## src/rtl/tcdm_bank_adapter_if.sv

```systemverilog
`default_nettype none
// ============================================================================
// Module      : tcdm_bank_adapter_if
// Description : Request/response/SRAM bundle of one TCDM bank adapter.
//               Signal suffixes are relative to the adapter (slave side).
// Revision    : 1.0 - initial release
// ============================================================================
interface tcdm_bank_adapter_if #(
  parameter int AddrMemWidth = 12,
  parameter int DataWidth    = 32,
  parameter int BeWidth      = DataWidth / 8,
  parameter int NumInLog2    = 5
);
  // interconnect request stream
  logic                    req_valid_i;
  logic                    req_ready_o;
  logic [NumInLog2-1:0]    req_ini_addr_i;
  logic [AddrMemWidth-1:0] req_tgt_addr_i;
  logic                    req_wen_i;
  logic [DataWidth-1:0]    req_wdata_i;
  logic [BeWidth-1:0]      req_be_i;
  // interconnect response stream
  logic                    resp_valid_o;
  logic                    resp_ready_i;
  logic [NumInLog2-1:0]    resp_ini_addr_o;
  logic [DataWidth-1:0]    resp_rdata_o;
  // SRAM bank port
  logic                    mem_req_o;
  logic [AddrMemWidth-1:0] mem_addr_o;
  logic                    mem_wen_o;
  logic [DataWidth-1:0]    mem_wdata_o;
  logic [BeWidth-1:0]      mem_be_o;
  logic [DataWidth-1:0]    mem_rdata_i;

  // adapter side
  modport slave (
    input  req_valid_i, req_ini_addr_i, req_tgt_addr_i, req_wen_i, req_wdata_i, req_be_i,
    output req_ready_o,
    output resp_valid_o, resp_ini_addr_o, resp_rdata_o,
    input  resp_ready_i,
    output mem_req_o, mem_addr_o, mem_wen_o, mem_wdata_o, mem_be_o,
    input  mem_rdata_i
  );

  // interconnect + SRAM side
  modport master (
    output req_valid_i, req_ini_addr_i, req_tgt_addr_i, req_wen_i, req_wdata_i, req_be_i,
    input  req_ready_o,
    input  resp_valid_o, resp_ini_addr_o, resp_rdata_o,
    output resp_ready_i,
    input  mem_req_o, mem_addr_o, mem_wen_o, mem_wdata_o, mem_be_o,
    output mem_rdata_i
  );
endinterface
`default_nettype wire

```

## src/rtl/tcdm_bank_adapter.sv

```systemverilog
`default_nettype none
// ============================================================================
// Module      : tcdm_bank_adapter
// Description : Converts a valid/ready request stream into fixed-latency SRAM
//               accesses and returns read data on a back-pressured response
//               stream. A credit counter reserves a FIFO slot for every read
//               in flight, so SRAM data is never dropped.
// Revision    : 1.0 - initial release
// ============================================================================
module tcdm_bank_adapter #(
  parameter int AddrMemWidth  = 12,
  parameter int DataWidth     = 32,
  parameter int BeWidth       = DataWidth / 8,
  parameter int NumInLog2     = 5,
  parameter int MemLatency    = 1,
  parameter int RespFifoDepth = 2
) (
  input  logic                 clk_i,
  input  logic                 rst_ni,
  tcdm_bank_adapter_if.slave   bus
);

  localparam int CntW = $clog2(RespFifoDepth + 1);
  localparam int PtrW = (RespFifoDepth > 1) ? $clog2(RespFifoDepth) : 1;
  localparam int EntW = NumInLog2 + DataWidth;

  if (MemLatency < 1) begin : g_chk_latency
    $fatal(1, "tcdm_bank_adapter: MemLatency must be >= 1");
  end
  if (RespFifoDepth < 1) begin : g_chk_depth
    $fatal(1, "tcdm_bank_adapter: RespFifoDepth must be >= 1");
  end

  // credits: reads in flight plus responses stored
  logic [CntW-1:0]      cnt_q, cnt_d;
  // read tag pipe, aligned with SRAM latency
  logic [MemLatency-1:0] tag_vld_q;
  logic [NumInLog2-1:0]  tag_ini_q [MemLatency];
  // response FIFO
  logic [EntW-1:0]      fifo_q [RespFifoDepth];
  logic [PtrW-1:0]      wptr_q, rptr_q;
  logic [CntW-1:0]      fill_q, fill_d;

  logic                 w_ready, w_accept, w_rd_accept;
  logic                 w_push, w_pop, w_empty, w_store, w_deq;
  logic [EntW-1:0]      w_push_entry, w_head;

  function automatic logic [PtrW-1:0] next_ptr(input logic [PtrW-1:0] p);
    return (p == PtrW'(RespFifoDepth - 1)) ? '0 : p + PtrW'(1);
  endfunction

  // request side: ready only while a response slot can still be reserved
  assign w_ready     = (cnt_q < CntW'(RespFifoDepth));
  assign w_accept    = bus.req_valid_i & w_ready;
  assign w_rd_accept = w_accept & ~bus.req_wen_i;

  assign bus.req_ready_o = w_ready;
  assign bus.mem_req_o   = w_accept;
  assign bus.mem_addr_o  = bus.req_tgt_addr_i;
  assign bus.mem_wen_o   = bus.req_wen_i;
  assign bus.mem_wdata_o = bus.req_wdata_i;
  assign bus.mem_be_o    = bus.req_be_i;

  // response side: fall-through FIFO, bypassing storage when empty
  assign w_push       = tag_vld_q[MemLatency-1];
  assign w_push_entry = {tag_ini_q[MemLatency-1], bus.mem_rdata_i};
  assign w_empty      = (fill_q == '0);
  assign w_head       = w_empty ? w_push_entry : fifo_q[rptr_q];
  assign w_pop        = bus.resp_valid_o & bus.resp_ready_i;
  assign w_store      = w_push & ~(w_empty & w_pop);
  assign w_deq        = w_pop & ~w_empty;

  assign bus.resp_valid_o = ~w_empty | w_push;
  assign {bus.resp_ini_addr_o, bus.resp_rdata_o} = w_head;

  // next-state for credit and occupancy counters
  always_comb begin
    cnt_d  = cnt_q + CntW'(w_rd_accept) - CntW'(w_pop);
    fill_d = fill_q + CntW'(w_store) - CntW'(w_deq);
  end

  // control state: counters, pointers and tag valid bits, cleared by reset
  always_ff @(posedge clk_i or negedge rst_ni) begin
    if (!rst_ni) begin
      cnt_q     <= '0;
      fill_q    <= '0;
      wptr_q    <= '0;
      rptr_q    <= '0;
      tag_vld_q <= '0;
    end else begin
      cnt_q  <= cnt_d;
      fill_q <= fill_d;
      if (w_store) wptr_q <= next_ptr(wptr_q);
      if (w_deq)   rptr_q <= next_ptr(rptr_q);
      tag_vld_q[0] <= w_rd_accept;
      for (int k = 1; k < MemLatency; k++) tag_vld_q[k] <= tag_vld_q[k-1];
    end
  end

  // datapath: tag initiator addresses and FIFO payload need no reset
  always_ff @(posedge clk_i) begin
    tag_ini_q[0] <= bus.req_ini_addr_i;
    for (int k = 1; k < MemLatency; k++) tag_ini_q[k] <= tag_ini_q[k-1];
    if (w_store) fifo_q[wptr_q] <= w_push_entry;
  end

endmodule
`default_nettype wire

```

## src/flat_wrapper.sv

```systemverilog
// flat-port wrapper written by rule: the top's interface ports become plain ports
module tcdm_bank_adapter_flat 
#(
  parameter int AddrMemWidth  = 12,
  parameter int DataWidth     = 32,
  parameter int BeWidth       = DataWidth / 8,
  parameter int NumInLog2     = 5,
  parameter int MemLatency    = 1,
  parameter int RespFifoDepth = 2
)
  (clk_i, rst_ni, bus_req_valid_i, bus_req_ini_addr_i, bus_req_tgt_addr_i, bus_req_wen_i, bus_req_wdata_i, bus_req_be_i, bus_req_ready_o, bus_resp_valid_o, bus_resp_ini_addr_o, bus_resp_rdata_o, bus_resp_ready_i, bus_mem_req_o, bus_mem_addr_o, bus_mem_wen_o, bus_mem_wdata_o, bus_mem_be_o, bus_mem_rdata_i);
  tcdm_bank_adapter_if #(.AddrMemWidth(AddrMemWidth), .DataWidth(DataWidth), .BeWidth(BeWidth), .NumInLog2(NumInLog2)) bus_i ();
  input  logic clk_i;
  input  logic rst_ni;
  input wire logic [$bits(bus_i.req_valid_i)-1:0] bus_req_valid_i;
  input wire logic [$bits(bus_i.req_ini_addr_i)-1:0] bus_req_ini_addr_i;
  input wire logic [$bits(bus_i.req_tgt_addr_i)-1:0] bus_req_tgt_addr_i;
  input wire logic [$bits(bus_i.req_wen_i)-1:0] bus_req_wen_i;
  input wire logic [$bits(bus_i.req_wdata_i)-1:0] bus_req_wdata_i;
  input wire logic [$bits(bus_i.req_be_i)-1:0] bus_req_be_i;
  output wire logic [$bits(bus_i.req_ready_o)-1:0] bus_req_ready_o;
  output wire logic [$bits(bus_i.resp_valid_o)-1:0] bus_resp_valid_o;
  output wire logic [$bits(bus_i.resp_ini_addr_o)-1:0] bus_resp_ini_addr_o;
  output wire logic [$bits(bus_i.resp_rdata_o)-1:0] bus_resp_rdata_o;
  input wire logic [$bits(bus_i.resp_ready_i)-1:0] bus_resp_ready_i;
  output wire logic [$bits(bus_i.mem_req_o)-1:0] bus_mem_req_o;
  output wire logic [$bits(bus_i.mem_addr_o)-1:0] bus_mem_addr_o;
  output wire logic [$bits(bus_i.mem_wen_o)-1:0] bus_mem_wen_o;
  output wire logic [$bits(bus_i.mem_wdata_o)-1:0] bus_mem_wdata_o;
  output wire logic [$bits(bus_i.mem_be_o)-1:0] bus_mem_be_o;
  input wire logic [$bits(bus_i.mem_rdata_i)-1:0] bus_mem_rdata_i;
  assign bus_i.req_valid_i = bus_req_valid_i;
  assign bus_i.req_ini_addr_i = bus_req_ini_addr_i;
  assign bus_i.req_tgt_addr_i = bus_req_tgt_addr_i;
  assign bus_i.req_wen_i = bus_req_wen_i;
  assign bus_i.req_wdata_i = bus_req_wdata_i;
  assign bus_i.req_be_i = bus_req_be_i;
  assign bus_req_ready_o = bus_i.req_ready_o;
  assign bus_resp_valid_o = bus_i.resp_valid_o;
  assign bus_resp_ini_addr_o = bus_i.resp_ini_addr_o;
  assign bus_resp_rdata_o = bus_i.resp_rdata_o;
  assign bus_i.resp_ready_i = bus_resp_ready_i;
  assign bus_mem_req_o = bus_i.mem_req_o;
  assign bus_mem_addr_o = bus_i.mem_addr_o;
  assign bus_mem_wen_o = bus_i.mem_wen_o;
  assign bus_mem_wdata_o = bus_i.mem_wdata_o;
  assign bus_mem_be_o = bus_i.mem_be_o;
  assign bus_i.mem_rdata_i = bus_mem_rdata_i;
  tcdm_bank_adapter #(.AddrMemWidth(AddrMemWidth), .DataWidth(DataWidth), .BeWidth(BeWidth), .NumInLog2(NumInLog2), .MemLatency(MemLatency), .RespFifoDepth(RespFifoDepth)) u_core (.clk_i(clk_i), .rst_ni(rst_ni), .bus(bus_i));
endmodule
```

## config.mk

```make
export PLATFORM = sky130hd
export DESIGN_NAME = tcdm_bank_adapter_flat
export DESIGN_NICKNAME = d
export VERILOG_FILES = /design/src/rtl/tcdm_bank_adapter_if.sv /design/src/rtl/tcdm_bank_adapter.sv /design/src/flat_wrapper.sv
export SDC_FILE = /design/constraint.sdc
export NUM_CORES = 1
export LEC_CHECK = 0
export CELL_PAD_IN_SITES_DETAIL_PLACEMENT = 0
export CELL_PAD_IN_SITES_GLOBAL_PLACEMENT = 1
export CORE_MARGIN = 8
export CORE_UTILIZATION = 29
export DETAILED_ROUTE_END_ITERATION = 16
export GPL_ROUTABILITY_DRIVEN = 0
export GPL_TIMING_DRIVEN = 1
export PLACE_DENSITY = 0.87
export SYNTH_ARGS = -nofsm -noshare
export SYNTH_HDL_FRONTEND = slang
export SYNTH_SLANG_ARGS = --single-unit
```

## constraint.sdc

```tcl
create_clock -name clk_i -period 2.5 [get_ports clk_i]
set_input_delay 0.375 -clock clk_i [delete_from_list [all_inputs] [get_ports clk_i]]
set_output_delay 0.375 -clock clk_i [all_outputs]
set_load 0.01 [all_outputs]
```

; Word level (Yosys, flattened, before mapping)
; Memories as Yosys holds them, arrays and structs flattened.
; Cells that the tools add are included.
[classes]
n_addsub = 6
magnitude_cmp = 1
n_mux = 5
n_bitwise = 10
n_reduce_logical = 1
[op_table]
columns = cell, count
row1 = $mux W37, 1
row2 = $and A1 B1 Y1, 6
row3 = $add A2 B1 Y2, 2
row4 = $mux W1, 4
row5 = $sub A2 B1 Y2, 2
row6 = $not A1 Y1, 3
row7 = $add A1 B1 Y1 const B, 2
row8 = $logic_not A2 Y1, 1
row9 = $lt A2 B2 Y1 const B, 1
row10 = $or A1 B1 Y1, 1
[word_totals]
regBits = 7
ram_bits = 79
input_bits = 90
out_inout_bits = 89
wordCells = 30
mem_count = 2
[mem_list]
columns = memory, words, width, read_ports, rd_clocked_by_memory_dff, write_ports, line
row1 = u_core.fifo_q, 2, 37, 1, 0, 1, tcdm_bank_adapter.sv:40  ; logic [EntW-1:0] fifo_q [RespFifoDepth];
row2 = u_core.tag_ini_q, 1, 5, 1, 0, 1, tcdm_bank_adapter.sv:38  ; logic [NumInLog2-1:0] tag_ini_q [MemLatency];

; Longest topological paths before layout
; Gate-level depths: netlist of run 1.
[logic_depth]
ltp_word = 9
mapped_depth = 7
ltp_nobuf = 7

; Worst setup path before layout of run 1
; No wires, ideal clock.
[synth_path]
path_kind = register -> register
from = register u_core.fill_q[1]
to = memory u_core.fifo_q[1][0] in the netlist's numbering (enable)
setup_ps = 431
arrival_ps = 2155
required_ps = 2069
path_slack_ps = -86
path_stages_with_launch = 4
path_buffers = 0
period_less_slack_ps = 2586
cell_sequence = dfrtp_1 > or2_4 > o21ai_4 > nor2_1
[synth_between]
elab_chain_len = 9
[synth_lines]
columns = element, line
row1 = from (decl), tcdm_bank_adapter.sv:42  ; logic [CntW-1:0] fill_q, fill_d;
row2 = from (signal assigned), tcdm_bank_adapter.sv:92  ; fill_q <= fill_d;
row3 = $logic_not A2 Y1 (*), tcdm_bank_adapter.sv:67  ; assign w_empty = (fill_q == '0);
row4 = $not A1 Y1, tcdm_bank_adapter.sv:73  ; assign bus.resp_valid_o = ~w_empty | w_push;
row5 = $or A1 B1 Y1, tcdm_bank_adapter.sv:73
row6 = $and A1 B1 Y1, tcdm_bank_adapter.sv:69  ; assign w_pop = bus.resp_valid_o & bus.resp_ready_i;
row7 = $and A1 B1 Y1 (*), tcdm_bank_adapter.sv:70  ; assign w_store = w_push & ~(w_empty & w_pop);
row8 = $not A1 Y1 (*), tcdm_bank_adapter.sv:70
row9 = $and A1 B1 Y1 (*), tcdm_bank_adapter.sv:70
row10 = $mux W1 (*), tcdm_bank_adapter.sv:104  ; if (w_store) fifo_q[wptr_q] <= w_push_entry;
row11 = $mux W1 (implied by the code) (*), tcdm_bank_adapter.sv:104
row12 = to (decl), tcdm_bank_adapter.sv:40
; Mark *: on every way between the ends. The rest lies on a longest branch, timed or not.

; Worst setup path after layout of run 1
[layout_path]
from = register u_core.fill_q[1]
to = output port bus_resp_rdata_o[21]
[layout_between]
elab_chain_len = 2
[layout_lines]
columns = element, line
row1 = $logic_not A2 Y1, tcdm_bank_adapter.sv:67
row2 = $mux W37, tcdm_bank_adapter.sv:68  ; assign w_head = w_empty ? w_push_entry : fifo_q[rptr_q];
row3 = to (decl), flat_wrapper.sv:24  ; output wire logic [$bits(bus_i.resp_rdata_o)-1:0] bus_resp_rdata_o;
; No other way between the ends.

==> results of run 1 <==
[cells in the mapped netlist (2+ instances only)]
| cell | n | area [um2] |
|---|---|---|
| sky130_fd_sc_hd__xor2_1 | 2 | 17.52 |
| sky130_fd_sc_hd__a21oi_1 | 38 | 190.2 |
| sky130_fd_sc_hd__nand2b_1 | 2 | 12.51 |
| sky130_fd_sc_hd__dfrtp_1 | 7 | 175.2 |
| sky130_fd_sc_hd__ha_1 | 3 | 37.54 |
| sky130_fd_sc_hd__buf_4 | 51 | 382.9 |
| sky130_fd_sc_hd__buf_6 | 8 | 90.09 |
| sky130_fd_sc_hd__edfxtp_1 | 74 | 2222 |
| sky130_fd_sc_hd__and2_1 | 2 | 12.51 |
| sky130_fd_sc_hd__mux2i_1 | 37 | 370.4 |
| sky130_fd_sc_hd__buf_2 | 2 | 10.01 |
| sky130_fd_sc_hd__xnor2_1 | 3 | 26.28 |
| sky130_fd_sc_hd__dfxtp_1 | 5 | 100.1 |
| sky130_fd_sc_hd__nor2_1 | 39 | 146.4 |
| sky130_fd_sc_hd__inv_1 | 6 | 22.52 |
| sky130_fd_sc_hd__nor2b_1 | 2 | 12.51 |
| sky130_fd_sc_hd__and3_1 | 2 | 12.51 |
[worst max-delay path, stage by stage (launching register included)]
cell and delay (ps):
sky130_fd_sc_hd__dfrtp_1 420, sky130_fd_sc_hd__or2_4 300, sky130_fd_sc_hd__buf_12 180, sky130_fd_sc_hd__a21oi_1 180, sky130_fd_sc_hd__clkdlybuf4s50_1 580
[final cells by class]
type / count / area [um2]
fill: 1251 / 8328
sequential: 86 / 2499
timing repair buffer: 87 / 908.4
multi-input combinational: 136 / 903.4
clock buffer: 12 / 236.5
tap: 176 / 220.2
clock inverter: 4 / 72.57
inverter: 6 / 22.52
[power breakdown]
part / internal, uW / leakage [uW] / switching [uW]
Combinational: 1220 / 0.000828 / 1020
Clock: 874 / 0.000147 / 495
Sequential: 1760 / 0.000796 / 110
Total: 3860 / 0.00177 / 1630
[routing by layer]
layer | vias up | share of wire [%] | wire length, um | GRT usage [%]
li1 | 1041 | - | - | -
met1 | 958 | 43 | 2963 | 9.057
met2 | 73 | 48 | 3298 | 12.37
met3 | 24 | 7.8 | 537 | 3.620
met4 | 0 | 1.8 | 127 | 3.957
met5 | - | 0 | 0 | 0
[state kept, by name, summed over array words and instances, names as in the netlist]
| register | flops |
|---|---|
| u_core.rptr_q | 1 |
| u_core.fifo_q | 74 |
| u_core.cnt_q | 2 |
| u_core.tag_vld_q | 1 |
| u_core.fill_q | 2 |
| u_core.wptr_q | 1 |
| u_core.tag_ini_q | 5 |
[path summary, 6_finish.rpt]
path,depth (start not counted),slack (ps),to,from
worst max register to register,6,500,u_core.fill_q[1],u_core.fill_q[1]
worst max-delay path,4,150,bus_resp_rdata_o[21],u_core.fill_q[1]
worst min-delay path,1,310,u_core.fill_q[1],rst_ni
max in group asynchronous,1,1930,u_core.rptr_q,rst_ni
worst min register to register,0,450,u_core.fifo_q[0][33],u_core.tag_ini_q[0][1]
min in group clk_i,0,450,u_core.fifo_q[0][33],u_core.tag_ini_q[0][1]
[per-stage QoR]
stage	setup TNS [ps]	cells	power [uW]
finish	0	507	5488
global route	0	507	5818
CTS	0	507	5587
detailed placement	0	491	4191
global placement	0	491	4152
floorplan	-6343	289	3227
[cell families (layout without fill, tap and decap cells)]
family          count (synthesis)  in the layout  share of synthesized area, %
compound gates                 40             40                         5.499
xor+xnor                        5              5                         1.126
fa+ha+maj                       3              3                        0.9647
buf+inv                        67            109                         12.99
flops                          86             86                         64.18
mux                            37             37                         9.518
simple gates                   51             51                         5.723
==> metrics.json, run 1 <==
{
  "synth_enable_flop_cells": {"value": 74},
  "num_antenna_cells": {"value": 0},
  "rsz0062_at_grt": {"value": "false"},
  "run_status": {"value": "finished clean"},
  "setup_violations": {"value": 0},
  "synth_seq_area_share": {"value": 64.18, "unit": "%"},
  "most_used_cells_in_the_layout_excluding_fill_and_tap_cells": {"value": "sky130_fd_sc_hd__clkdlybuf4s50_1 (82), sky130_fd_sc_hd__edfxtp_1 (74), sky130_fd_sc_hd__a21oi_1 (38), sky130_fd_sc_hd__mux2i_1 (37), sky130_fd_sc_hd__nor2_1 (37)"},
  "dpl.hpwl": {"value": 5000, "unit": "um"},
  "cellPowerDensity": {"value": 1129, "unit": "mW/mm2"},
  "endpoint_kind": {"value": "primary output"},
  "synthesis.yosys.warnings": {"value": 0},
  "max_frequency": {"value": 424.7, "unit": "MHz"},
  "finClkSkew": {"value": 6.860, "unit": "ps"},
  "core_region_area": {"value": 0.01319, "unit": "mm2"},
  "cts.sinks": {"value": 86},
  "synthesized_area": {"value": 0.003891, "unit": "mm2"},
  "postSynthRegisterBits": {"value": 86},
  "die_height": {"value": 131.8, "unit": "um"},
  "synthCells": {"value": 289},
  "dominantRegCellSynth": {"value": "sky130_fd_sc_hd__edfxtp_1"},
  "synth-async-reset-ratio": {"value": 8.140, "unit": "%"},
  "die_width": {"value": 131.8, "unit": "um"},
  "io_buffers": {"value": 82},
  "grt_antenna_before_repair": {"value": 0},
  "finalHoldWorstSlack": {"value": 309.4, "unit": "ps"},
  "wl_per_cell": {"value": 13.66, "unit": "um"},
  "grt_pass1_wl": {"value": 11270, "unit": "um"},
  "utilization": {"value": 36.86, "unit": "%"},
  "design.die.area": {"value": 0.01738, "unit": "mm2"},
  "remaining_antenna_violation_count_after_routing": {"value": 0},
  "htreeDepth": {"value": 3},
  "max_slew.worst_pin.slew": {"value": 1079, "unit": "ps"},
  "drv.max_cap_violation_count": {"value": 0},
  "cp.required": {"value": 2120, "unit": "ps"},
  "grt_max_degree": {"value": 40},
  "pin_count": {"value": 179},
  "flow.area_growth_from_synthesis": {"value": 24.95, "unit": "%"},
  "final_net_count": {"value": 419},
  "min-delay-path-class": {"value": "in2async"},
  "post_cts.repair.setup_buffers": {"value": 0},
  "setup_ws": {"value": 145.2, "unit": "ps"},
  "cts_tree": {"value": "built"},
  "clkLatencyLatePin": {"value": 320, "unit": "ps"},
  "post_synth.cell_area_avg": {"value": 13.46, "unit": "um2"},
  "crit_share_post_route": {"value": 94.19, "unit": "%"},
  "cts_resizes": {"value": 0},
  "syn-num-nets": {"value": 382},
  "path_max_fanout": {"value": 34},
  "area_of_all_placed_cells_without_fillers": {"value": 0.004862, "unit": "mm2"},
  "slew_violations": {"value": 0},
  "mostFrequentLayoutCell": {"value": "sky130_fd_sc_hd__clkdlybuf4s50_1"},
  "num_vias": {"value": 2096},
  "cts-root-to-sink-buffers": {"value": 2},
  "detail_route.drc_violations": {"value": 0},
  "post_cts_hold_buffer_count": {"value": 0},
  "clk_pin_slew_worst_paths": {"value": 60, "unit": "ps"},
  "1st_pass_router_iterations": {"value": 4},
  "grt_pass1_vias": {"value": 2185},
  "hold_violations": {"value": 0},
  "preCtsSetupSlack": {"value": 229.6, "unit": "ps"},
  "detailed_place.area": {"value": 0.004553, "unit": "mm2"},
  "critical_path_arrival": {"value": 1980, "unit": "ps"},
  "row_count": {"value": 42},
  "layout_min_cycle_time": {"value": 2355, "unit": "ps"},
  "timing.slew.headroom": {"value": 27.91, "unit": "%"},
  "global_route_congestion_overflow_total": {"value": 0},
  "dr.first_iter.drc_count": {"value": 119},
  "peak_supply_drop": {"value": 404.4, "unit": "uV"},
  "wire_length_reported_by_the_detailed_router": {"value": 6927, "unit": "um"},
  "route.detailed.vias_per_inst": {"value": 4.134},
  "cellLeakagePower": {"value": 0.001771, "unit": "uW"},
  "global_route.usage.total": {"value": 7.941, "unit": "%"},
  "worstSetupPathType": {"value": "reg2out"},
  "clockRootBuffer": {"value": "sky130_fd_sc_hd__clkbuf_16"},
  "synth.distinct_cells": {"value": 23},
  "cts_inserted_buffers": {"value": 9},
  "startpoint_type": {"value": "register"},
  "initial_core_util": {"value": 29.50, "unit": "%"},
  "ratio_of_cells_with_drive_above_1_in_the_final_layout": {"value": 6.949, "unit": "%"}
}
Note: power is estimated with default switching activity, not from simulation.
==> run 2, diff against run 1 <==
SETUP_SLACK_MARGIN = 0.05   (was default)
==> run 2 against run 1 <==
- critical path depth stayed put
- register-to-register slack is essentially flat
- largest power group unchanged
- global-route usage is the same
- sequential share of layout area shrank 0.053 points
- critical endpoint is now bus_resp_rdata_o[5]
- die area stayed put
- utilization is essentially flat
- largest cell class unchanged
- worst setup slack better by 12 ps
- cell count is the same
- maximum frequency grew 0.51%
- clock skew barely moved
- clock power barely moved
- highest routed layer unchanged
==> metrics.json, run 2 (synthesis gave the netlist of run 1 again) <==
{
  "run_status": {"value": "finished clean"},
  "wire_length_reported_by_the_detailed_router": {"value": 6924, "unit": "um", "change": "about the same"},
  "cts.sinks": {"value": 86, "change": "unchanged"},
  "detail_route.drc_violations": {"value": 0, "change": "unchanged"},
  "finClkSkew": {"value": 6.870, "unit": "ps", "change": "+0.01002 ps"},
  "endpoint_kind": {"value": "primary output"},
  "max_frequency": {"value": 426.8, "unit": "MHz", "change": "+0.51%"},
  "layout_top_registers": {"value": "u_core.fifo_q: 74 flops, u_core.tag_ini_q: 5 flops"},
  "grt_pass1_wl": {"value": 11270, "unit": "um", "change": "unchanged"},
  "num_vias": {"value": 2099, "change": "+0.14%"},
  "setup_ws": {"value": 157.0, "unit": "ps", "change": "+11.84 ps"},
  "cts_inserted_buffers": {"value": 9, "change": "unchanged"},
  "layout_min_cycle_time": {"value": 2343, "unit": "ps", "change": "-11.84 ps"},
  "pin_count": {"value": 179, "change": "unchanged"},
  "row_count": {"value": 42, "change": "unchanged"},
  "cp.required": {"value": 2120, "unit": "ps", "change": "about the same"},
  "cts-root-to-sink-buffers": {"value": 2, "change": "unchanged"},
  "die_height": {"value": 131.8, "unit": "um", "change": "unchanged"},
  "fillerInstances": {"value": 1253, "change": "+0.16%"},
  "hold_violations": {"value": 0, "change": "unchanged"},
  "clkLatencyLatePin": {"value": 320, "unit": "ps", "change": "about the same"},
  "finalHoldWorstSlack": {"value": 309.4, "unit": "ps", "change": "unchanged"},
  "dpl.hpwl": {"value": 5000, "unit": "um", "change": "unchanged"},
  "cellPowerDensity": {"value": 1126, "unit": "mW/mm2", "change": "-0.21%"},
  "io_buffers": {"value": 82, "change": "unchanged"},
  "cts_resizes": {"value": 0, "change": "unchanged"},
  "core_region_area": {"value": 0.01319, "unit": "mm2", "change": "unchanged"},
  "largest_register_ffs": {"value": 74, "change": "unchanged"},
  "global_route.usage.total": {"value": 7.941, "unit": "%", "change": "unchanged"},
  "post_cts_hold_buffer_count": {"value": 0, "change": "unchanged"},
  "final_net_count": {"value": 419, "change": "unchanged"},
  "flow.area_growth_from_synthesis": {"value": 25.08, "unit": "%"},
  "preCtsSetupSlack": {"value": 229.6, "unit": "ps", "change": "unchanged"},
  "timing.setup.tns": {"value": 0, "unit": "ps", "change": "unchanged"},
  "detailed_place.area": {"value": 0.004553, "unit": "mm2", "change": "unchanged"},
  "1st_pass_router_iterations": {"value": 4, "change": "unchanged"},
  "wl_per_cell": {"value": 13.66, "unit": "um", "change": "about the same"},
  "grt_pass1_vias": {"value": 2185, "change": "unchanged"},
  "peak_supply_drop": {"value": 404.4, "unit": "uV", "change": "about the same"},
  "startpoint_type": {"value": "register"},
  "post_cts.repair.setup_buffers": {"value": 0, "change": "unchanged"},
  "initial_core_util": {"value": 29.50, "unit": "%", "change": "unchanged"},
  "setup_violations": {"value": 0, "change": "unchanged"},
  "rsz0062_at_grt": {"value": "false"},
  "htreeDepth": {"value": 3, "change": "unchanged"},
  "critical_path_arrival": {"value": 1970, "unit": "ps", "change": "about the same"},
  "timing.slew.headroom": {"value": 27.91, "unit": "%", "change": "about the same"},
  "slew_violations": {"value": 0, "change": "unchanged"},
  "ratio_of_cells_with_drive_above_1_in_the_final_layout": {"value": 6.949, "unit": "%", "change": "unchanged"},
  "path_max_fanout": {"value": 39, "change": "+15%"},
  "global_route_congestion_overflow_total": {"value": 0, "change": "unchanged"},
  "cts_tree": {"value": "built"},
  "crit_share_post_route": {"value": 93.72, "unit": "%", "change": "-0.47 points"},
  "dr.first_iter.drc_count": {"value": 126, "change": "+5.9%"},
  "die_width": {"value": 131.8, "unit": "um", "change": "unchanged"},
  "totalPowerFinal": {"value": 5482, "unit": "uW", "change": "-0.11%"},
  "remaining_antenna_violation_count_after_routing": {"value": 0, "change": "unchanged"},
  "design.die.area": {"value": 0.01738, "unit": "mm2", "change": "unchanged"},
  "mostFrequentLayoutCell": {"value": "sky130_fd_sc_hd__clkdlybuf4s50_1"},
  "route.detailed.vias_per_inst": {"value": 4.140, "change": "+0.14%"},
  "max_flop_register": {"value": "u_core.fifo_q"},
  "worstSetupPathType": {"value": "reg2out"},
  "area_of_all_placed_cells_without_fillers": {"value": 0.004867, "unit": "mm2", "change": "+0.10%"},
  "clk_pin_slew_worst_paths": {"value": 60, "unit": "ps", "change": "about the same"},
  "grt_antenna_before_repair": {"value": 0, "change": "unchanged"},
  "cellLeakagePower": {"value": 0.001788, "unit": "uW", "change": "+0.92%"},
  "clockRootBuffer": {"value": "sky130_fd_sc_hd__clkbuf_16"},
  "min-delay-path-class": {"value": "in2async"},
  "num_antenna_cells": {"value": 0, "change": "unchanged"},
  "most_used_cells_in_the_layout_excluding_fill_and_tap_cells": {"value": "sky130_fd_sc_hd__clkdlybuf4s50_1 (80), sky130_fd_sc_hd__edfxtp_1 (74), sky130_fd_sc_hd__a21oi_1 (38), sky130_fd_sc_hd__mux2i_1 (37), sky130_fd_sc_hd__nor2_1 (37)"},
  "grt_max_degree": {"value": 40, "change": "unchanged"},
  "max_slew.worst_pin.slew": {"value": 1079, "unit": "ps", "change": "-0.05206 ps"},
  "drv.max_cap_violation_count": {"value": 0, "change": "unchanged"}
}
-- run 2: changes by cell type in the layout (fill, tap and decap cells not counted) --
cell | previous run | this run
sky130_fd_sc_hd__dlymetal6s2s_1 | 0 | 2
sky130_fd_sc_hd__clkdlybuf4s50_1 | 82 | 80
-- run 2: worst max-delay path, cell delays in order, from the launching register on --
cell,delay [ps]
sky130_fd_sc_hd__dfrtp_1,420
sky130_fd_sc_hd__or2_4,300
sky130_fd_sc_hd__buf_12,180
sky130_fd_sc_hd__a21oi_1,170
sky130_fd_sc_hd__clkdlybuf4s50_1,560
-- run 2: path summary, 6_finish.rpt --
path | from | endpoint | slack (ps) | cells past startpoint
min in group clk_i | u_core.tag_ini_q[0][1] | u_core.fifo_q[0][33] | 450 | 0
setup reg to reg | u_core.fill_q[1] | u_core.fill_q[1] | 500 | 6
hold / removal | rst_ni | u_core.fill_q[1] | 310 | 1
max in group asynchronous | rst_ni | u_core.rptr_q | 1930 | 1
hold reg to reg | u_core.tag_ini_q[0][1] | u_core.fifo_q[0][33] | 450 | 0
setup / recovery | u_core.fill_q[1] | bus_resp_rdata_o[5] | 160 | 4
-- run 2: final cells by class --
type	instances	area (um2)	share of cell area, %
sequential	86	2499	51.34
timing repair buffer	87	913.4	18.77
multi-input combinational	136	903.4	18.56
clock buffer	12	236.5	4.859
tap	176	220.2	4.524
clock inverter	4	72.57	1.491
inverter	6	22.52	0.4627
-- run 2: metrics by stage --
stage | instances | utilization, %
after CTS | 507 | 36.86
after detailed placement | 491 | 34.52
after global placement | 491 | 34.52
after global routing | 507 | 36.90
after floorplan | 289 | -
final | 507 | 36.90
-- run 2: metal layers --
layer,track usage (%),up-vias,part of all wire (%)
met2,12.37,71,48
met1,9.057,963,43
met4,3.957,0,1.8
li1,-,1041,-
met5,0,-,0
met3,3.620,24,7.5
-- run 2: power breakdown --
group	total, uW	internal (uW)	switching [uW]
Sequential	1870	1760	110
Combinational	2240	1220	1020
Clock	1370	874	495
Total	5480	3850	1630
==> run 3, diff against run 2 <==
CTS_CLUSTER_DIAMETER = 100   (was default)
SETUP_SLACK_MARGIN = 0.3   (was 0.05)
==> run 3 against run 2 <==
- count of clock-buffer cells in the layout did not move
- clock power about the same
- final area fell by 1.1%
==> metrics.json, run 3 (synthesis gave the netlist of run 1 again) <==
{
  "num_vias": {"value": 2098, "change": "-0.048%"},
  "largest_register_ffs": {"value": 74, "change": "unchanged"},
  "die_height": {"value": 131.8, "unit": "um", "change": "unchanged"},
  "route.detailed.vias_per_inst": {"value": 4.138, "change": "about the same"},
  "wl_per_cell": {"value": 13.64, "unit": "um", "change": "-0.12%"},
  "peak_supply_drop": {"value": 374.1, "unit": "uV", "change": "-7.5%"},
  "crit_family": {"value": "buffers and inverters"},
  "detail_route.drc_violations": {"value": 0, "change": "unchanged"},
  "core_region_area": {"value": 0.01319, "unit": "mm2", "change": "unchanged"},
  "fillerInstances": {"value": 1267, "change": "+1.1%"},
  "startpoint_type": {"value": "register"},
  "cts_tree": {"value": "built"},
  "detailed_place.area": {"value": 0.004553, "unit": "mm2", "change": "unchanged"},
  "max_flop_register": {"value": "u_core.fifo_q"},
  "cp_cell_sequence": {"value": "or2_4 > buf_12 > a21oi_1 > dlygate4sd2_1"},
  "worstSetupPathType": {"value": "reg2out"},
  "max_frequency": {"value": 482.1, "unit": "MHz", "change": "+13%"},
  "layout_min_cycle_time": {"value": 2074, "unit": "ps", "change": "-268.5 ps"},
  "layout_top_registers": {"value": "u_core.fifo_q: 74 flops, u_core.tag_ini_q: 5 flops"},
  "min-delay-path-class": {"value": "in2async"},
  "endpoint_kind": {"value": "primary output"},
  "cp.required": {"value": 2120, "unit": "ps", "change": "about the same"},
  "critical_path_slowest_stage_cell": {"value": "sky130_fd_sc_hd__dfrtp_1"},
  "most_used_cells_in_the_layout_excluding_fill_and_tap_cells": {"value": "sky130_fd_sc_hd__edfxtp_1 (74), sky130_fd_sc_hd__clkdlybuf4s50_1 (45), sky130_fd_sc_hd__a21oi_1 (38)"},
  "worst-path-stages": {"value": 4, "change": "unchanged"},
  "die_width": {"value": 131.8, "unit": "um", "change": "unchanged"},
  "ratio_of_cells_with_drive_above_1_in_the_final_layout": {"value": 6.949, "unit": "%", "change": "unchanged"},
  "clk_pin_slew_worst_paths": {"value": 60, "unit": "ps", "change": "about the same"},
  "num_antenna_cells": {"value": 0, "change": "unchanged"},
  "wire_length_reported_by_the_detailed_router": {"value": 6916, "unit": "um", "change": "-0.12%"},
  "path_max_fanout": {"value": 34, "change": "-13%"},
  "remaining_antenna_violation_count_after_routing": {"value": 0, "change": "unchanged"},
  "run_status": {"value": "finished clean"},
  "max_slew.worst_pin.slew": {"value": 1078, "unit": "ps", "change": "-0.3369 ps"},
  "mostFrequentLayoutCell": {"value": "sky130_fd_sc_hd__edfxtp_1"},
  "global_route.usage.total": {"value": 7.949, "unit": "%", "change": "+0.0081 points"},
  "row_count": {"value": 42, "change": "unchanged"},
  "cellLeakagePower": {"value": 0.001808, "unit": "uW", "change": "+1.2%"},
  "slowest_delay": {"value": 420, "unit": "ps", "change": "-140 ps"},
  "slew_violations": {"value": 0, "change": "unchanged"},
  "final_net_count": {"value": 419, "change": "unchanged"},
  "critical_path_arrival": {"value": 1700, "unit": "ps", "change": "-270 ps"},
  "clockRootBuffer": {"value": "sky130_fd_sc_hd__clkbuf_16"},
  "timing.setup.tns": {"value": 0, "unit": "ps", "change": "unchanged"},
  "grt_pass1_vias": {"value": 2185, "change": "unchanged"},
  "dpl.hpwl": {"value": 5000, "unit": "um", "change": "unchanged"},
  "initial_core_util": {"value": 29.50, "unit": "%", "change": "unchanged"},
  "hold_violations": {"value": 0, "change": "unchanged"},
  "flow.area_growth_from_synthesis": {"value": 23.76, "unit": "%"},
  "global_route_congestion_overflow_total": {"value": 0, "change": "unchanged"},
  "rsz0062_at_grt": {"value": "false"},
  "area_of_all_placed_cells_without_fillers": {"value": 0.004816, "unit": "mm2", "change": "-1.1%"},
  "grt_max_degree": {"value": 40, "change": "unchanged"},
  "setup_violations": {"value": 0, "change": "unchanged"},
  "r2r.worst_path.cells": {"value": 6, "change": "unchanged"},
  "count_of_buffer_and_inverter_cells_on_the_critical_path": {"value": 2, "change": "unchanged"},
  "post_cts_hold_buffer_count": {"value": 0, "change": "unchanged"},
  "design.die.area": {"value": 0.01738, "unit": "mm2", "change": "unchanged"},
  "pin_count": {"value": 179, "change": "unchanged"},
  "cts-root-to-sink-buffers": {"value": 2, "change": "unchanged"},
  "cellPowerDensity": {"value": 1083, "unit": "mW/mm2", "change": "-3.8%"},
  "clkLatencyLatePin": {"value": 320, "unit": "ps", "change": "about the same"},
  "io_buffers": {"value": 82, "change": "unchanged"},
  "drv.max_cap_violation_count": {"value": 0, "change": "unchanged"},
  "cts_inserted_buffers": {"value": 9, "change": "unchanged"},
  "grt_pass1_wl": {"value": 11270, "unit": "um", "change": "about the same"},
  "finClkSkew": {"value": 6.870, "unit": "ps", "change": "-0.0006100 ps"},
  "cts.sinks": {"value": 86, "change": "unchanged"},
  "grt_antenna_before_repair": {"value": 0, "change": "unchanged"},
  "totalPowerFinal": {"value": 5217, "unit": "uW", "change": "-4.8%"},
  "1st_pass_router_iterations": {"value": 4, "change": "unchanged"},
  "dr.first_iter.drc_count": {"value": 118, "change": "-6.3%"},
  "timing.slew.headroom": {"value": 27.93, "unit": "%", "change": "about the same"},
  "htreeDepth": {"value": 3, "change": "unchanged"},
  "crit_share_post_route": {"value": 82.98, "unit": "%", "change": "-11 points"}
}
-- run 3: path summary, 6_finish.rpt --
check,startpoint,end,slack [ps]
min reg2reg,u_core.tag_ini_q[0][1],u_core.fifo_q[0][33],450
max reg2reg,u_core.fill_q[1],u_core.fill_q[1],500
max in group asynchronous,rst_ni,u_core.rptr_q,1930
min,rst_ni,u_core.fill_q[1],310
max,u_core.fill_q[1],bus_resp_rdata_o[21],430
min in group clk_i,u_core.tag_ini_q[0][1],u_core.fifo_q[0][33],450
-- run 3: metrics by stage --
step | hold slack [ps] | instances | utilization (%) | setup WS (ps)
final | 309.5 | 507 | 36.51 | 425.6
after global routing | 320.2 | 507 | 36.51 | 331.8
after CTS | 303.9 | 507 | 36.51 | 392.6
after detailed placement | 437.3 | 491 | 34.52 | 229.6
after global placement | 435.1 | 491 | 34.52 | 269.6
after floorplan | 79.41 | 289 | - | -85.72
-- run 3: cell type report --
cell class	instances	area (um2)	area share [%]
Multi-Input combinational cell	136	903.4	18.76
Timing Repair Buffer	87	862.1	17.90
Sequential cell	86	2499	51.88
Clock buffer	12	236.5	4.910
Tap cell	176	220.2	4.573
Clock inverter	4	72.57	1.507
Inverter	6	22.52	0.4677
-- run 3: what timing repair did --
action | 4_1_cts | 5_1_grt
resized for setup | 37 | 0
setup endpoints to repair | 37 | 0
setup buffers | 0 | 0
-- run 3: worst reg2reg max path: stages (launching register included) --
cell	delay, ps
sky130_fd_sc_hd__dfrtp_1	420
sky130_fd_sc_hd__or2_4	300
sky130_fd_sc_hd__and2_1	200
sky130_fd_sc_hd__ha_1	330
sky130_fd_sc_hd__nor3b_1	300
sky130_fd_sc_hd__nand2_1	100
sky130_fd_sc_hd__a211oi_1	260
-- run 3: routing by layer --
metal | wire [um] | vias to the layer above | global-route usage [%] | share of wire, %
met2 | 3307 | 71 | 12.37 | 48
li1 | - | 1041 | - | -
met5 | 0 | - | 0 | 0
met1 | 2978 | 962 | 9.104 | 43
met4 | 127 | 0 | 3.957 | 1.8
met3 | 501 | 24 | 3.582 | 7.2
-- run 3: power by group --
| group | internal (uW) | switching [uW] | leakage [uW] |
|---|---|---|---|
| registers | 1760 | 110 | 0.000796 |
| logic | 968 | 1010 | 0.000865 |
| clock network | 874 | 494 | 0.000147 |
| total | 3600 | 1610 | 0.00181 |
